## src/rtl/hazard_pkg.sv

```systemverilog
// hazard_pkg: shared encodings for the pipeline hazard controller.
//   optype_e : op class of an instruction, as produced by the decoder
//   fwd_e    : ID-stage operand source select
//   op_writes: true for op classes whose rd can be a forwarding source
package hazard_pkg;

   typedef enum logic [1:0] {
      OP_NONE  = 2'b00,
      OP_ALU   = 2'b01,
      OP_LOAD  = 2'b10,
      OP_STORE = 2'b11
   } optype_e;

   typedef enum logic [1:0] {
      FWD_RF  = 2'b00,
      FWD_EX  = 2'b01,
      FWD_MEM = 2'b10,
      FWD_LD  = 2'b11
   } fwd_e;

   // Store and none leave no register result behind, so they never match.
   function automatic logic op_writes(input optype_e op);
      return (op == OP_ALU) || (op == OP_LOAD);
   endfunction

endpackage

```

## src/rtl/hazard_ctrl_if.sv

```systemverilog
// hazard_ctrl_if: ID-stage decode inputs and stage-control outputs of the
// hazard controller.
//   ID side : rs1_ID, rs2_ID, rd_ID, rs1use_ID, rs2use_ID, optype_ID,
//             branch_ID, mem_busy
//   outputs : PC_EN_IF, reg_*_EN, reg_FD_flush, reg_DE_flush, fwd_A, fwd_B,
//             stall_cnt
// master = pipeline side (drives decode), slave = hazard_ctrl.
interface hazard_ctrl_if
   import hazard_pkg::*;
#(
   parameter int NREG_BITS = 5,
   parameter int CNT_W     = 16
);
   logic [NREG_BITS-1:0] rs1_ID;
   logic [NREG_BITS-1:0] rs2_ID;
   logic [NREG_BITS-1:0] rd_ID;
   logic                 rs1use_ID;
   logic                 rs2use_ID;
   optype_e              optype_ID;
   logic                 branch_ID;
   logic                 mem_busy;

   logic                 PC_EN_IF;
   logic                 reg_FD_EN;
   logic                 reg_DE_EN;
   logic                 reg_EM_EN;
   logic                 reg_MW_EN;
   logic                 reg_FD_flush;
   logic                 reg_DE_flush;
   fwd_e                 fwd_A;
   fwd_e                 fwd_B;
   logic [CNT_W-1:0]     stall_cnt;

   modport master (
      output rs1_ID, rs2_ID, rd_ID, rs1use_ID, rs2use_ID, optype_ID,
             branch_ID, mem_busy,
      input  PC_EN_IF, reg_FD_EN, reg_DE_EN, reg_EM_EN, reg_MW_EN,
             reg_FD_flush, reg_DE_flush, fwd_A, fwd_B, stall_cnt
   );

   modport slave (
      input  rs1_ID, rs2_ID, rd_ID, rs1use_ID, rs2use_ID, optype_ID,
             branch_ID, mem_busy,
      output PC_EN_IF, reg_FD_EN, reg_DE_EN, reg_EM_EN, reg_MW_EN,
             reg_FD_flush, reg_DE_flush, fwd_A, fwd_B, stall_cnt
   );
endinterface

```

## src/rtl/fwd_sel.sv

```systemverilog
// fwd_sel: combinational forwarding select for one ID-stage source operand.
//   rs, rs_use        : source address and whether it is read
//   rd_ex, op_ex      : producer currently in EX
//   rd_mem, op_mem    : producer currently in MEM
//   sel               : operand source
//   load_use          : source depends on a load still in EX
module fwd_sel
   import hazard_pkg::*;
#(
   parameter int NREG_BITS = 5
) (
   input  logic [NREG_BITS-1:0] rs,
   input  logic                 rs_use,
   input  logic [NREG_BITS-1:0] rd_ex,
   input  optype_e              op_ex,
   input  logic [NREG_BITS-1:0] rd_mem,
   input  optype_e              op_mem,
   output fwd_e                 sel,
   output logic                 load_use
);

   logic hit_ex;
   logic hit_mem;

   always_comb begin
      sel      = FWD_RF;
      load_use = 1'b0;
      hit_ex   = (rs == rd_ex)  && op_writes(op_ex);
      hit_mem  = (rs == rd_mem) && op_writes(op_mem);

      // x0 is hardwired, so it is never forwarded even if a producer names it.
      if (rs_use && (rs != '0)) begin
         if (hit_ex) begin
            // Load data is not available until MEM: stall, regfile for now.
            if (op_ex == OP_ALU) sel = FWD_EX;
            else                 load_use = 1'b1;
         end else if (hit_mem) begin
            sel = (op_mem == OP_LOAD) ? FWD_LD : FWD_MEM;
         end
      end
   end

endmodule

```

## src/rtl/hazard_ctrl.sv

```systemverilog
// hazard_ctrl: pipeline hazard controller for the five-stage core with
// branches resolved in ID.
//   clk, rst_n : core clock, asynchronous active-low reset
//   bus        : hazard_ctrl_if slave (decode inputs, enables, flushes,
//                forwarding selects, load-use stall counter)
// Tracks rd/op of the instructions in EX and MEM; all outputs are
// combinational from that state and the current ID inputs.
module hazard_ctrl
   import hazard_pkg::*;
#(
   parameter int NREG_BITS = 5,
   parameter int CNT_W     = 16
) (
   input  logic         clk,
   input  logic         rst_n,
   hazard_ctrl_if.slave bus
);

   logic [NREG_BITS-1:0] rd_ex_q,  rd_ex_d;
   logic [NREG_BITS-1:0] rd_mem_q, rd_mem_d;
   optype_e              op_ex_q,  op_ex_d;
   optype_e              op_mem_q, op_mem_d;
   logic [CNT_W-1:0]     cnt_q,    cnt_d;

   logic lu_a, lu_b, load_use;
   fwd_e sel_a, sel_b;

   fwd_sel #(.NREG_BITS(NREG_BITS)) u_fwd_a (
      .rs       (bus.rs1_ID),
      .rs_use   (bus.rs1use_ID),
      .rd_ex    (rd_ex_q),
      .op_ex    (op_ex_q),
      .rd_mem   (rd_mem_q),
      .op_mem   (op_mem_q),
      .sel      (sel_a),
      .load_use (lu_a)
   );

   fwd_sel #(.NREG_BITS(NREG_BITS)) u_fwd_b (
      .rs       (bus.rs2_ID),
      .rs_use   (bus.rs2use_ID),
      .rd_ex    (rd_ex_q),
      .op_ex    (op_ex_q),
      .rd_mem   (rd_mem_q),
      .op_mem   (op_mem_q),
      .sel      (sel_b),
      .load_use (lu_b)
   );

   assign load_use  = lu_a | lu_b;
   assign bus.fwd_A = sel_a;
   assign bus.fwd_B = sel_b;
   assign bus.stall_cnt = cnt_q;

   // Stage control: memory wait freezes everything, load-use holds IF/ID
   // and bubbles EX (a branch seen with stale operands is ignored), a taken
   // branch only squashes the fetched instruction.
   always_comb begin
      bus.PC_EN_IF     = 1'b1;
      bus.reg_FD_EN    = 1'b1;
      bus.reg_DE_EN    = 1'b1;
      bus.reg_EM_EN    = 1'b1;
      bus.reg_MW_EN    = 1'b1;
      bus.reg_FD_flush = 1'b0;
      bus.reg_DE_flush = 1'b0;
      if (bus.mem_busy) begin
         bus.PC_EN_IF  = 1'b0;
         bus.reg_FD_EN = 1'b0;
         bus.reg_DE_EN = 1'b0;
         bus.reg_EM_EN = 1'b0;
         bus.reg_MW_EN = 1'b0;
      end else if (load_use) begin
         bus.PC_EN_IF     = 1'b0;
         bus.reg_FD_EN    = 1'b0;
         bus.reg_DE_flush = 1'b1;
      end else if (bus.branch_ID) begin
         bus.reg_FD_flush = 1'b1;
      end
   end

   always_comb begin
      rd_ex_d  = rd_ex_q;
      op_ex_d  = op_ex_q;
      rd_mem_d = rd_mem_q;
      op_mem_d = op_mem_q;
      cnt_d    = cnt_q;
      if (!bus.mem_busy) begin
         rd_mem_d = rd_ex_q;
         op_mem_d = op_ex_q;
         if (load_use) begin
            rd_ex_d = '0;
            op_ex_d = OP_NONE;
            if (cnt_q != '1) cnt_d = cnt_q + 1'b1;
         end else begin
            rd_ex_d = bus.rd_ID;
            op_ex_d = bus.optype_ID;
         end
      end
   end

   always_ff @(posedge clk or negedge rst_n) begin
      if (!rst_n) begin
         rd_ex_q  <= '0;
         op_ex_q  <= OP_NONE;
         rd_mem_q <= '0;
         op_mem_q <= OP_NONE;
         cnt_q    <= '0;
      end else begin
         rd_ex_q  <= rd_ex_d;
         op_ex_q  <= op_ex_d;
         rd_mem_q <= rd_mem_d;
         op_mem_q <= op_mem_d;
         cnt_q    <= cnt_d;
      end
   end

endmodule

```

## src/flat_wrapper.sv

```systemverilog
// flat-port wrapper written by rule: the top's interface ports become plain ports
module hazard_ctrl_flat import hazard_pkg::*;
#(
   parameter int NREG_BITS = 5,
   parameter int CNT_W     = 16
)
  (clk, rst_n, bus_rs1_ID, bus_rs2_ID, bus_rd_ID, bus_rs1use_ID, bus_rs2use_ID, bus_optype_ID, bus_branch_ID, bus_mem_busy, bus_PC_EN_IF, bus_reg_FD_EN, bus_reg_DE_EN, bus_reg_EM_EN, bus_reg_MW_EN, bus_reg_FD_flush, bus_reg_DE_flush, bus_fwd_A, bus_fwd_B, bus_stall_cnt);
  hazard_ctrl_if #(.NREG_BITS(NREG_BITS), .CNT_W(CNT_W)) bus_i ();
  input  logic clk;
  input  logic rst_n;
  input wire logic [$bits(bus_i.rs1_ID)-1:0] bus_rs1_ID;
  input wire logic [$bits(bus_i.rs2_ID)-1:0] bus_rs2_ID;
  input wire logic [$bits(bus_i.rd_ID)-1:0] bus_rd_ID;
  input wire logic [$bits(bus_i.rs1use_ID)-1:0] bus_rs1use_ID;
  input wire logic [$bits(bus_i.rs2use_ID)-1:0] bus_rs2use_ID;
  input wire logic [$bits(bus_i.optype_ID)-1:0] bus_optype_ID;
  input wire logic [$bits(bus_i.branch_ID)-1:0] bus_branch_ID;
  input wire logic [$bits(bus_i.mem_busy)-1:0] bus_mem_busy;
  output wire logic [$bits(bus_i.PC_EN_IF)-1:0] bus_PC_EN_IF;
  output wire logic [$bits(bus_i.reg_FD_EN)-1:0] bus_reg_FD_EN;
  output wire logic [$bits(bus_i.reg_DE_EN)-1:0] bus_reg_DE_EN;
  output wire logic [$bits(bus_i.reg_EM_EN)-1:0] bus_reg_EM_EN;
  output wire logic [$bits(bus_i.reg_MW_EN)-1:0] bus_reg_MW_EN;
  output wire logic [$bits(bus_i.reg_FD_flush)-1:0] bus_reg_FD_flush;
  output wire logic [$bits(bus_i.reg_DE_flush)-1:0] bus_reg_DE_flush;
  output wire logic [$bits(bus_i.fwd_A)-1:0] bus_fwd_A;
  output wire logic [$bits(bus_i.fwd_B)-1:0] bus_fwd_B;
  output wire logic [$bits(bus_i.stall_cnt)-1:0] bus_stall_cnt;
  assign bus_i.rs1_ID = bus_rs1_ID;
  assign bus_i.rs2_ID = bus_rs2_ID;
  assign bus_i.rd_ID = bus_rd_ID;
  assign bus_i.rs1use_ID = bus_rs1use_ID;
  assign bus_i.rs2use_ID = bus_rs2use_ID;
  assign bus_i.optype_ID = bus_optype_ID;
  assign bus_i.branch_ID = bus_branch_ID;
  assign bus_i.mem_busy = bus_mem_busy;
  assign bus_PC_EN_IF = bus_i.PC_EN_IF;
  assign bus_reg_FD_EN = bus_i.reg_FD_EN;
  assign bus_reg_DE_EN = bus_i.reg_DE_EN;
  assign bus_reg_EM_EN = bus_i.reg_EM_EN;
  assign bus_reg_MW_EN = bus_i.reg_MW_EN;
  assign bus_reg_FD_flush = bus_i.reg_FD_flush;
  assign bus_reg_DE_flush = bus_i.reg_DE_flush;
  assign bus_fwd_A = bus_i.fwd_A;
  assign bus_fwd_B = bus_i.fwd_B;
  assign bus_stall_cnt = bus_i.stall_cnt;
  hazard_ctrl #(.NREG_BITS(NREG_BITS), .CNT_W(CNT_W)) u_core (.clk(clk), .rst_n(rst_n), .bus(bus_i));
endmodule
```

## config.mk

```make
export PLATFORM = sky130hd
export DESIGN_NAME = hazard_ctrl_flat
export DESIGN_NICKNAME = d
export VERILOG_FILES = /design/src/rtl/hazard_pkg.sv /design/src/rtl/hazard_ctrl_if.sv /design/src/rtl/fwd_sel.sv /design/src/rtl/hazard_ctrl.sv /design/src/flat_wrapper.sv
export SDC_FILE = /design/constraint.sdc
export NUM_CORES = 1
export LEC_CHECK = 0
export CORE_MARGIN = 5
export CORE_UTILIZATION = 30
export DETAILED_ROUTE_END_ITERATION = 16
export PLACE_DENSITY_LB_ADDON = 0.08
export SETUP_SLACK_MARGIN = 0.02
export SLEW_MARGIN = 20
export SYNTH_ARGS = -nofsm -noshare
export SYNTH_HDL_FRONTEND = slang
export SYNTH_SLANG_ARGS = --single-unit
export TNS_END_PERCENT = 30
```

## constraint.sdc

```tcl
create_clock -name clk -period 3.9 [get_ports clk]
set_clock_uncertainty 0.15 [all_clocks]
set_input_delay 0.975 -clock clk [delete_from_list [all_inputs] [get_ports clk]]
set_output_delay 0.975 -clock clk [all_outputs]
set_load 0.05 [all_outputs]
```

==> results.md, run 1 <==
* Status: complete, no violations
* Area of the multi-input gates at 929.6 µm²
* Setup TNS at 0 ns
* Post-DP HPWL at 3506 µm
* Largest net degree at the start of global routing at 31
* CTS tree: built
* # fillers at 517
* GRT Overall Usage at 0.1275
* CP max-delay cell: clkdlybuf4s50_1
* Die Y at 85.45 µm
* DR WL/cell at 14.54 µm
* Most frequent cells in the layout: 30 x dfrtp_1, 29 x clkdlybuf4s50_1, 26 x xnor2_1, 18 x buf_4, 12 x nand2_1
* Unrepaired setup endpoints after global routing: true
* Mapped cell area at 0.001708 mm²
* Crit end category: output port
* Hold Vio Cnt, Final at 0
* Top-Level Pins at 50
* First-pass GRT wire length at 7445 µm
* Num rows at 27
* Antenna Cells at 0
* Register area at 750.7 µm²
* Worst R2R Setup Slack at 1.35 ns
* Crit path DAT at 2.68 ns
* Syn_area_per_cell at 10.74 µm²
* Buffers & Inverters on Critical Path at 3
* Largest buffer count on any clock path at 2
* Sequential share of the synthesized area at 0.4396
* Place WS at -0.1612 ns
* Fmax at 262.5 MHz
* Comb power frac at 0.254
* CP Class: input pin to output port
* Vias in the first global route at 1,561
* Routability cong. at 0.8949
* P_int at 0.5814 mW
* Slew Limit Fails at 0
* Number of distinct library cells after synthesis at 34
* TritonCTS Buffers at 5
* Clock sinks at 30
* CTS H-Tree Depth at 2
* Vias at 1,438
* Maxcap violations at 0
* Critical Path RT at 2.77 ns
* Final Util at 0.4742
* Placed insts at 291
* GRT overflow at 0
* DIE WIDTH at 85.45 µm
* Min setup slack post-route at 0.09082 ns
* Reg power frac at 0.435
* Clock Latency Late Sink at 0.28 ns
* DR iter-0 viols at 49
* Clk slew on worst S/H paths at 0.06 ns
* Post-Synthesis Cells at 159
* Die ar. at 0.007302 mm²
* Final setup fails at 0
* Max_slew headroom at 0.5856
* Fin crit period at 3.809 ns
* Hold Crit Class: flip-flop to flip-flop
* Cts-stage hold buffer count at 0
* Clock root cell: clkbuf_8
* Layout cells sized above 1 at 0.2402
* Cells along the critical path: clkdlybuf4s50_1 -> xor2_1 -> or4_4 -> o22ai_4 -> buf_4 -> and2_4 -> buf_12
* Crit path largest cell delay at 0.49 ns
* Fin cells at 301
* Drt drc at 0
* Final period util at 0.9767
* Sw frac at 0.3017
* Clock power frac at 0.312
* Psw at 0.2512 mW
* Core outline area at 0.005507 mm²
* Initial Utilization at 0.3102
* WL final at 4378 µm
* Buffers on Ports at 49
* Worst Tran Pin Value at 0.6196 ns
* Via density at 4.777
* Yosys reg bits at 30
* Pwr/cell area at 318.9 mW/mm²
* Syn Nets at 185
* Initial antenna violation count at 0
* 1st-pass router iterations at 4
* Final ANT Viol Nets at 0
* Critical path's top delay family: buffers and inverters
* VDD IR-drop max at 0.1702 mV
* Commonest non-fill, non-tap cell in the layout: dfrtp_1
* Layout Nets at 254
* Type of origin of the critical path: input pin
* CP max FO at 3
* Synth warn at 0
* Area delta synth->final at 52.89%
* Leak at 1.127 nW
==> cell type report <==
class                           count  area share
Clock inverter                      2    0.004792
Tap cell                           72     0.03450
Sequential cell                    30      0.2875
Clock buffer                        6     0.03162
Multi-Input combinational cell    119      0.3560
Inverter                            4    0.005750
Timing Repair Buffer               68      0.2798
==> stage by stage <==
stage	power [mW]	instance area [µm²]	hold WS, ns
after floorplan	0.4775	1717	0.3070
after global placement	0.5723	2485	0.3277
after detailed placement	0.5783	2485	0.3372
after CTS	0.8419	2603	0.3471
after global routing	0.8795	2611	0.3653
final	0.8326	2611	0.3418
==> kinds of logic after synthesis <==
family,count (synthesis),synth area share
buffers and inverters,10,0.03077
XOR/XNOR,34,0.1744
adder cells (fa/ha/maj),3,0.02198
multiplexers,8,0.05274
AO/OA/AOI/OAI,15,0.08132
flip-flops,30,0.4396
AND/OR/NAND/NOR,59,0.1993
==> synthesized netlist by cell type <==
library cell	count	area share
and4b_1	1	0.0059
a21oi_2	1	0.0051
nand4_1	8	0.029
mux2_2	6	0.040
clkbuf_1	2	0.0044
or2_2	1	0.0037
nand3b_1	1	0.0044
o21ai_2	2	0.010
xnor2_1	26	0.13
nor3_1	2	0.0059
mux2_1	2	0.013
and3b_1	1	0.0051
a22oi_1	2	0.0088
ha_1	3	0.022
nand3_1	5	0.015
nor4bb_1	1	0.0059
xor2_1	8	0.041
nor2_1	5	0.011
or4_4	1	0.0066
nor2b_1	2	0.0073
nand2_1	12	0.026
and2_1	3	0.011
a22o_1	7	0.036
dfrtp_1	30	0.44
and3_1	7	0.026
nand2b_1	1	0.0037
and4_1	1	0.0051
o22ai_4	1	0.012
or4_1	3	0.013
o21ai_0	1	0.0029
nor4_1	4	0.015
buf_4	4	0.018
inv_1	4	0.0088
o2111a_1	1	0.0066
==> worst reg2reg max path, delay by kind of cell, from the launching register on <==
| kind | cells | cell delay (ns) |
|---|---|---|
| AOI/OAI and AO/OA | 1 | 0.19 |
| adders and majority gates | 1 | 0.36 |
| buffers and inverters | 2 | 0.32 |
| DFF | 1 | 0.40 |
| muxes | 1 | 0.32 |
| and+or+nand+nor | 2 | 0.68 |
==> power groups by stage <==
stage          logic, mW  registers [mW]  clock network, mW
3_5_place_dp       0.210           0.368                  0
5_1_grt            0.229           0.366              0.284
2_1_floorplan     0.0963           0.381                  0
3_3_place_gp       0.206           0.367                  0
4_1_cts            0.213           0.362              0.267
6_report           0.211           0.362              0.259
==> path summary, 6_finish.rpt <==
path | end | cells past startpoint | start
min in group asynchronous | u_core.bus.stall_cnt[14]$_DFFE_PN0P_ | 2 | rst_n
max in group asynchronous | u_core.rd_mem_q[4]$_DFFE_PN0N_ | 2 | rst_n
worst min register to register | u_core.bus.stall_cnt[8]$_DFFE_PN0P_ | 1 | u_core.bus.stall_cnt[8]$_DFFE_PN0P_
worst max-delay path | bus_reg_DE_flush | 7 | bus_rs2_ID[0]
worst min-delay path | u_core.bus.stall_cnt[8]$_DFFE_PN0P_ | 1 | u_core.bus.stall_cnt[8]$_DFFE_PN0P_
worst max register to register | u_core.bus.stall_cnt[14]$_DFFE_PN0P_ | 7 | u_core.op_ex_q[0]$_DFFE_PN0N_
==> registers in the layout, summed over array words and instances (netlist names) <==
signal	flops
u_core.rd_mem_q	5
u_core.bus.stall_cnt	16
u_core.op_ex_q	2
u_core.op_mem_q	2
u_core.rd_ex_q	5
==> timing repair <==
action                     CTS  global route
pin swaps                    4             1
gates resized for setup     15             2
cloned                       0             0
buffers inserted             2             0
setup endpoints to repair    5             5
==> metal layers <==
layer  part of all wire  up-vias  wire, µm  global-route usage
met4             0.0032        0        14             0.02878
met3              0.062        2       270             0.04466
li1                   -      706         -                   -
met1               0.42      696      1856              0.1504
met5                  0        -         0                   0
met2               0.51       34      2237              0.2218
No activity file was read; power rests on OpenSTA's default activity.
==> run 2: changes to the inputs <==
Settings changed: CORE_UTILIZATION 30 to 40.
==> results.md, run 2 (synthesis results as in run 1) <==
* Layout Nets at 255
* Clk slew on worst S/H paths at 0.06 ns
* Vias in the first global route at 1,565
* CTS tree: built
* TritonCTS Buffers at 5
* Largest buffer count on any clock path at 2
* Worst Tran Pin Value at 0.7992 ns
* Crit path DAT at 2.63 ns
* 1st-pass router iterations at 4
* Commonest non-fill, non-tap cell in the layout: dfrtp_1
* Antenna Cells at 0
* Via density at 5.290
* Routability cong. at 0.8889
* Crit end category: output port
* Final ANT Viol Nets at 0
* Initial antenna violation count at 0
* Clock power frac at 0.281
* Sw frac at 0.2989
* Fmax at 266.0 MHz
* Maxcap violations at 0
* VDD IR-drop max at 0.2417 mV
* Buffers on Ports at 49
* Final period util at 0.9640
* GRT Overall Usage at 0.1717
* Hold Vio Cnt, Final at 0
* Max reg flops at 16
* Cts-stage hold buffer count at 0
* Top-Level Pins at 50
* WHS at 0.3435 ns
* Unrepaired setup endpoints after global routing: false
* Pwr/cell area at 310.8 mW/mm²
* Layout cells sized above 1 at 0.2314
* DR WL/cell at 15.43 µm
* Initial Utilization at 0.4209
* Area delta synth->final at 51.36%
* Setup TNS at 0 ns
* Leak at 1.127 nW
* Reg power frac at 0.453
* Die Y at 75.35 µm
* Largest net degree at the start of global routing at 31
* DR iter-0 viols at 68
* Post-DP HPWL at 3316 µm
* Comb power frac at 0.266
* First-pass GRT wire length at 7410 µm
* Core outline area at 0.004058 mm²
* Fin crit period at 3.759 ns
* Num rows at 23
* Type of origin of the critical path: input pin
* Psw at 0.2401 mW
* Final setup fails at 0
* Die ar. at 0.005677 mm²
* Status: complete, no violations
* Vias at 1,476
* Clock root cell: clkbuf_8
* GRT overflow at 0
* Clock Latency Late Sink at 0.27 ns
* CP Class: input pin to output port
* Slew Limit Fails at 0
* Clock sinks at 30
* CP max FO at 2
* Most frequent cells in the layout: 30 x dfrtp_1, 29 x clkdlybuf4s50_1, 26 x xnor2_1, 18 x buf_4, 12 x nand2_1
* P_int at 0.5633 mW
* Max_slew headroom at 0.4631
* Hold Crit Class: flip-flop to flip-flop
* CTS H-Tree Depth at 2
* Critical Path RT at 2.77 ns
* DIE WIDTH at 75.35 µm
* WL final at 4306 µm
* Drt drc at 0
-- run 2: changes by cell type in the layout (fill, tap and decap cells not counted), sizes merged --
cell | previous run | this run
clkbuf | 6 | 7
clkinv | 1 | 0
clkinvlp | 1 | 0
buf | 30 | 31
-- run 2: stage by stage --
stage / worst slack, ns / instance area, µm² / total power, mW / std cells / util
6_report: 0.1406 / 2585 / 0.8034 / 279 / 0.6371
5_1_grt: 0.02792 / 2585 / 0.8475 / 279 / 0.6371
4_1_cts: 0.1352 / 2579 / 0.8106 / 279 / 0.6355
3_5_place_dp: -0.1639 / 2450 / 0.5752 / 268 / 0.6038
3_3_place_gp: -0.1463 / 2450 / 0.5687 / 268 / 0.6038
2_1_floorplan: 0.07287 / 1717 / 0.4775 / 159 / -
-- run 2: layout make-up --
type                       count  area, µm²
inverter                       4      15.01
fill                         337       1473
timing repair buffer          69      742.0
multi-input combinational    119      938.4
sequential                    30      750.7
tap                           50      62.56
clock buffer                   7      76.32
-- run 2: routing by layer --
metal  vias to the layer above  track usage  routed length [µm]  share of wire
met2                        40       0.2752                2003           0.47
met5                         -            0                   0              0
li1                        710            -                   -              -
met4                         0      0.04660                  48          0.011
met3                         4      0.04749                 224          0.052
met1                       722       0.2295                2028           0.47
-- run 2: final timing paths --
path | cells past startpoint | slack, ns | start | endpoint
max in group asynchronous | 2 | 2.37 | rst_n | u_core.op_ex_q[1]$_DFFE_PN0N_
max reg2reg | 7 | 1.29 | u_core.op_ex_q[0]$_DFFE_PN0N_ | u_core.bus.stall_cnt[1]$_DFFE_PN0P_
min reg2reg | 1 | 0.34 | u_core.bus.stall_cnt[8]$_DFFE_PN0P_ | u_core.bus.stall_cnt[8]$_DFFE_PN0P_
min in group asynchronous | 2 | 0.94 | rst_n | u_core.rd_ex_q[4]$_DFFE_PN0N_
max | 8 | 0.14 | bus_rs1_ID[3] | bus_reg_FD_flush
min | 1 | 0.34 | u_core.bus.stall_cnt[8]$_DFFE_PN0P_ | u_core.bus.stall_cnt[8]$_DFFE_PN0P_
-- run 2: critical path, cell delays in order --
cell and delay [ns]:
dlygate4sd2_1 0.25, buf_4 0.14, or4_4 0.49, o21ai_4 0.20, o22ai_4 0.12, a21oi_4 0.16, and2_4 0.18, buf_8 0.14
-- run 2: repair_timing --
| item | in CTS | in global routing |
|---|---|---|
| resized for setup | 18 | 1 |
| endpoints found under the setup margin | 4 | 1 |
| gates cloned | 0 | 0 |
| pin swaps | 5 | 0 |
| setup buffers | 4 | 0 |
-- run 2: power by group through the flow --
stage,Combinational (mW),Sequential (mW),Clock (mW)
CTS,0.212,0.365,0.234
detailed placement,0.205,0.370,0
global placement,0.202,0.367,0
floorplan,0.0963,0.381,0
global route,0.232,0.368,0.247
finish,0.213,0.364,0.226
==> run 3: changes to the inputs <==
Settings changed: PLACE_DENSITY set to 0.69, PLACE_DENSITY_LB_ADDON 0.08 to unset.
==> results.md, run 3 (synthesis results as in run 1) <==
* Die Y at 75.35 µm
* Clock sinks at 30
* Clk slew on worst S/H paths at 0.06 ns
* First-pass GRT wire length at 7341 µm
* Antenna Cells at 0
* Hold Crit Start: u_core.bus.stall_cnt[7]$_DFFE_PN0P_
* Final period util at 0.9700
* Max reg flops at 16
* Pwr/cell area at 318.5 mW/mm²
* Largest buffer count on any clock path at 2
* Hold Vio Cnt, Final at 0
* Crit path DAT at 2.66 ns
* Vias at 1,459
* Core outline area at 0.004058 mm²
* Setup TNS at 0 ns
* Layout cells sized above 1 at 0.2564
* WL final at 4351 µm
* Final setup fails at 0
* Buffers on Ports at 49
* Cts-stage hold buffer count at 0
* CTS H-Tree Depth at 2
* Hold Crit Class: flip-flop to flip-flop
* Most frequent cells in the layout: 30 x dfrtp_1, 29 x clkdlybuf4s50_1, 26 x xnor2_1, 23 x buf_4, 12 x nand2_1
* Via density at 5.137
* Num rows at 23
* Vias in the first global route at 1,531
* Clock root cell: clkbuf_8
* GRT overflow at 0
* Die ar. at 0.005677 mm²
* WHS at 0.3581 ns
* Critical Path RT at 2.77 ns
* Clock Latency Late Sink at 0.28 ns
* Maxcap violations at 0
* Layout Nets at 259
* CP Class: input pin to output port
* TritonCTS Buffers at 5
* Fin area at 0.002633 mm²
* Initial antenna violation count at 0
* Fin crit period at 3.783 ns
* 1st-pass router iterations at 4
* Post-DP HPWL at 3470 µm
* Fmax at 264.3 MHz
* Max_slew headroom at 0.6466
* DR iter-0 viols at 115
* Routability cong. at 0.8942
* Type of origin of the critical path: input pin
* CP max FO at 2
* Commonest non-fill, non-tap cell in the layout: dfrtp_1
* Top-Level Pins at 50
* Worst R2R Setup Slack at 1.33 ns
* DR WL/cell at 15.32 µm
* Unrepaired setup endpoints after global routing: true
* Slew Limit Fails at 0
* Final Power at 0.8385 mW
* Final ANT Viol Nets at 0
* Status: complete, no violations
* Drt drc at 0
* Crit end category: output port
* # fillers at 340
* DIE WIDTH at 75.35 µm
* Area of placed instances at 0.002495 mm²
* Leak at 1.155 nW
* VDD IR-drop max at 0.2350 mV
* Initial Utilization at 0.4209
* Worst Tran Pin Value at 0.5285 ns
* Largest net degree at the start of global routing at 31
* Area delta synth->final at 54.14%
* GRT Overall Usage at 0.1715
* R2r startpoint: u_core.op_ex_q[0]$_DFFE_PN0N_
* Crit path from: bus_rs1_ID[3]
* CTS tree: built
-- run 3: changes by cell type in the layout (fill, tap and decap cells not counted), sizes merged --
| cell | change |
|---|---|
| buf | +4 |
| clkinv | +1 |
-- run 3: final cells by class --
cell class | count | area, µm² | share of cell area
Tap cell | 50 | 62.56 | 0.02376
Sequential cell | 30 | 750.7 | 0.2852
Clock inverter | 1 | 5.005 | 0.001901
Multi-Input combinational cell | 119 | 944.7 | 0.3588
Timing Repair Buffer | 73 | 768.2 | 0.2918
Clock buffer | 7 | 86.33 | 0.03279
Inverter | 4 | 15.01 | 0.005703
-- run 3: timing repair --
action | 4_1_cts | 5_1_grt
gates resized for setup | 18 | 1
pin swaps | 5 | 2
buffers inserted | 2 | 0
hold endpoints to repair | 0 | 0
setup endpoints to repair | 4 | 2
-- run 3: path summary, 6_finish.rpt --
check / endpoint / cells past startpoint
worst min register to register: u_core.bus.stall_cnt[7]$_DFFE_PN0P_ / 1
worst min-delay path: u_core.bus.stall_cnt[7]$_DFFE_PN0P_ / 1
min in group asynchronous: u_core.bus.stall_cnt[4]$_DFFE_PN0P_ / 2
worst max-delay path: bus_reg_FD_flush / 8
worst max register to register: u_core.bus.stall_cnt[1]$_DFFE_PN0P_ / 7
max in group asynchronous: u_core.op_mem_q[1]$_DFFE_PN0N_ / 2
-- run 3: where the power goes --
group / switching (mW) / internal (mW) / leakage, nW
combinational: 0.109 / 0.111 / 0.713
clock: 0.113 / 0.142 / 0.0482
sequential: 0.0289 / 0.334 / 0.394
-- run 3: critical path, cell delays in order --
cell and delay [ns]:
dlygate4sd2_1 0.26, buf_4 0.14, or4_4 0.51, o21ai_4 0.21, o22ai_4 0.11, a21oi_4 0.15, and2_4 0.17, buf_8 0.14
-- run 3: metrics by stage --
| stage | util | std cells | setup WS [ns] |
|---|---|---|---|
| 3_5_place_dp | 0.6149 | 274 | -0.1462 |
| 2_1_floorplan | - | 159 | 0.07287 |
| 6_report | 0.6488 | 284 | 0.1169 |
| 5_1_grt | 0.6488 | 284 | 0.01273 |
| 3_3_place_gp | 0.6149 | 274 | -0.1404 |
| 4_1_cts | 0.6472 | 284 | 0.1218 |
-- run 3: routing by layer --
layer	GRT usage	vias up	wire, µm
met5	0	-	0
li1	-	712	-
met1	0.2266	711	1928
met3	0.03826	7	214
met4	0.06214	0	87
met2	0.2771	29	2121
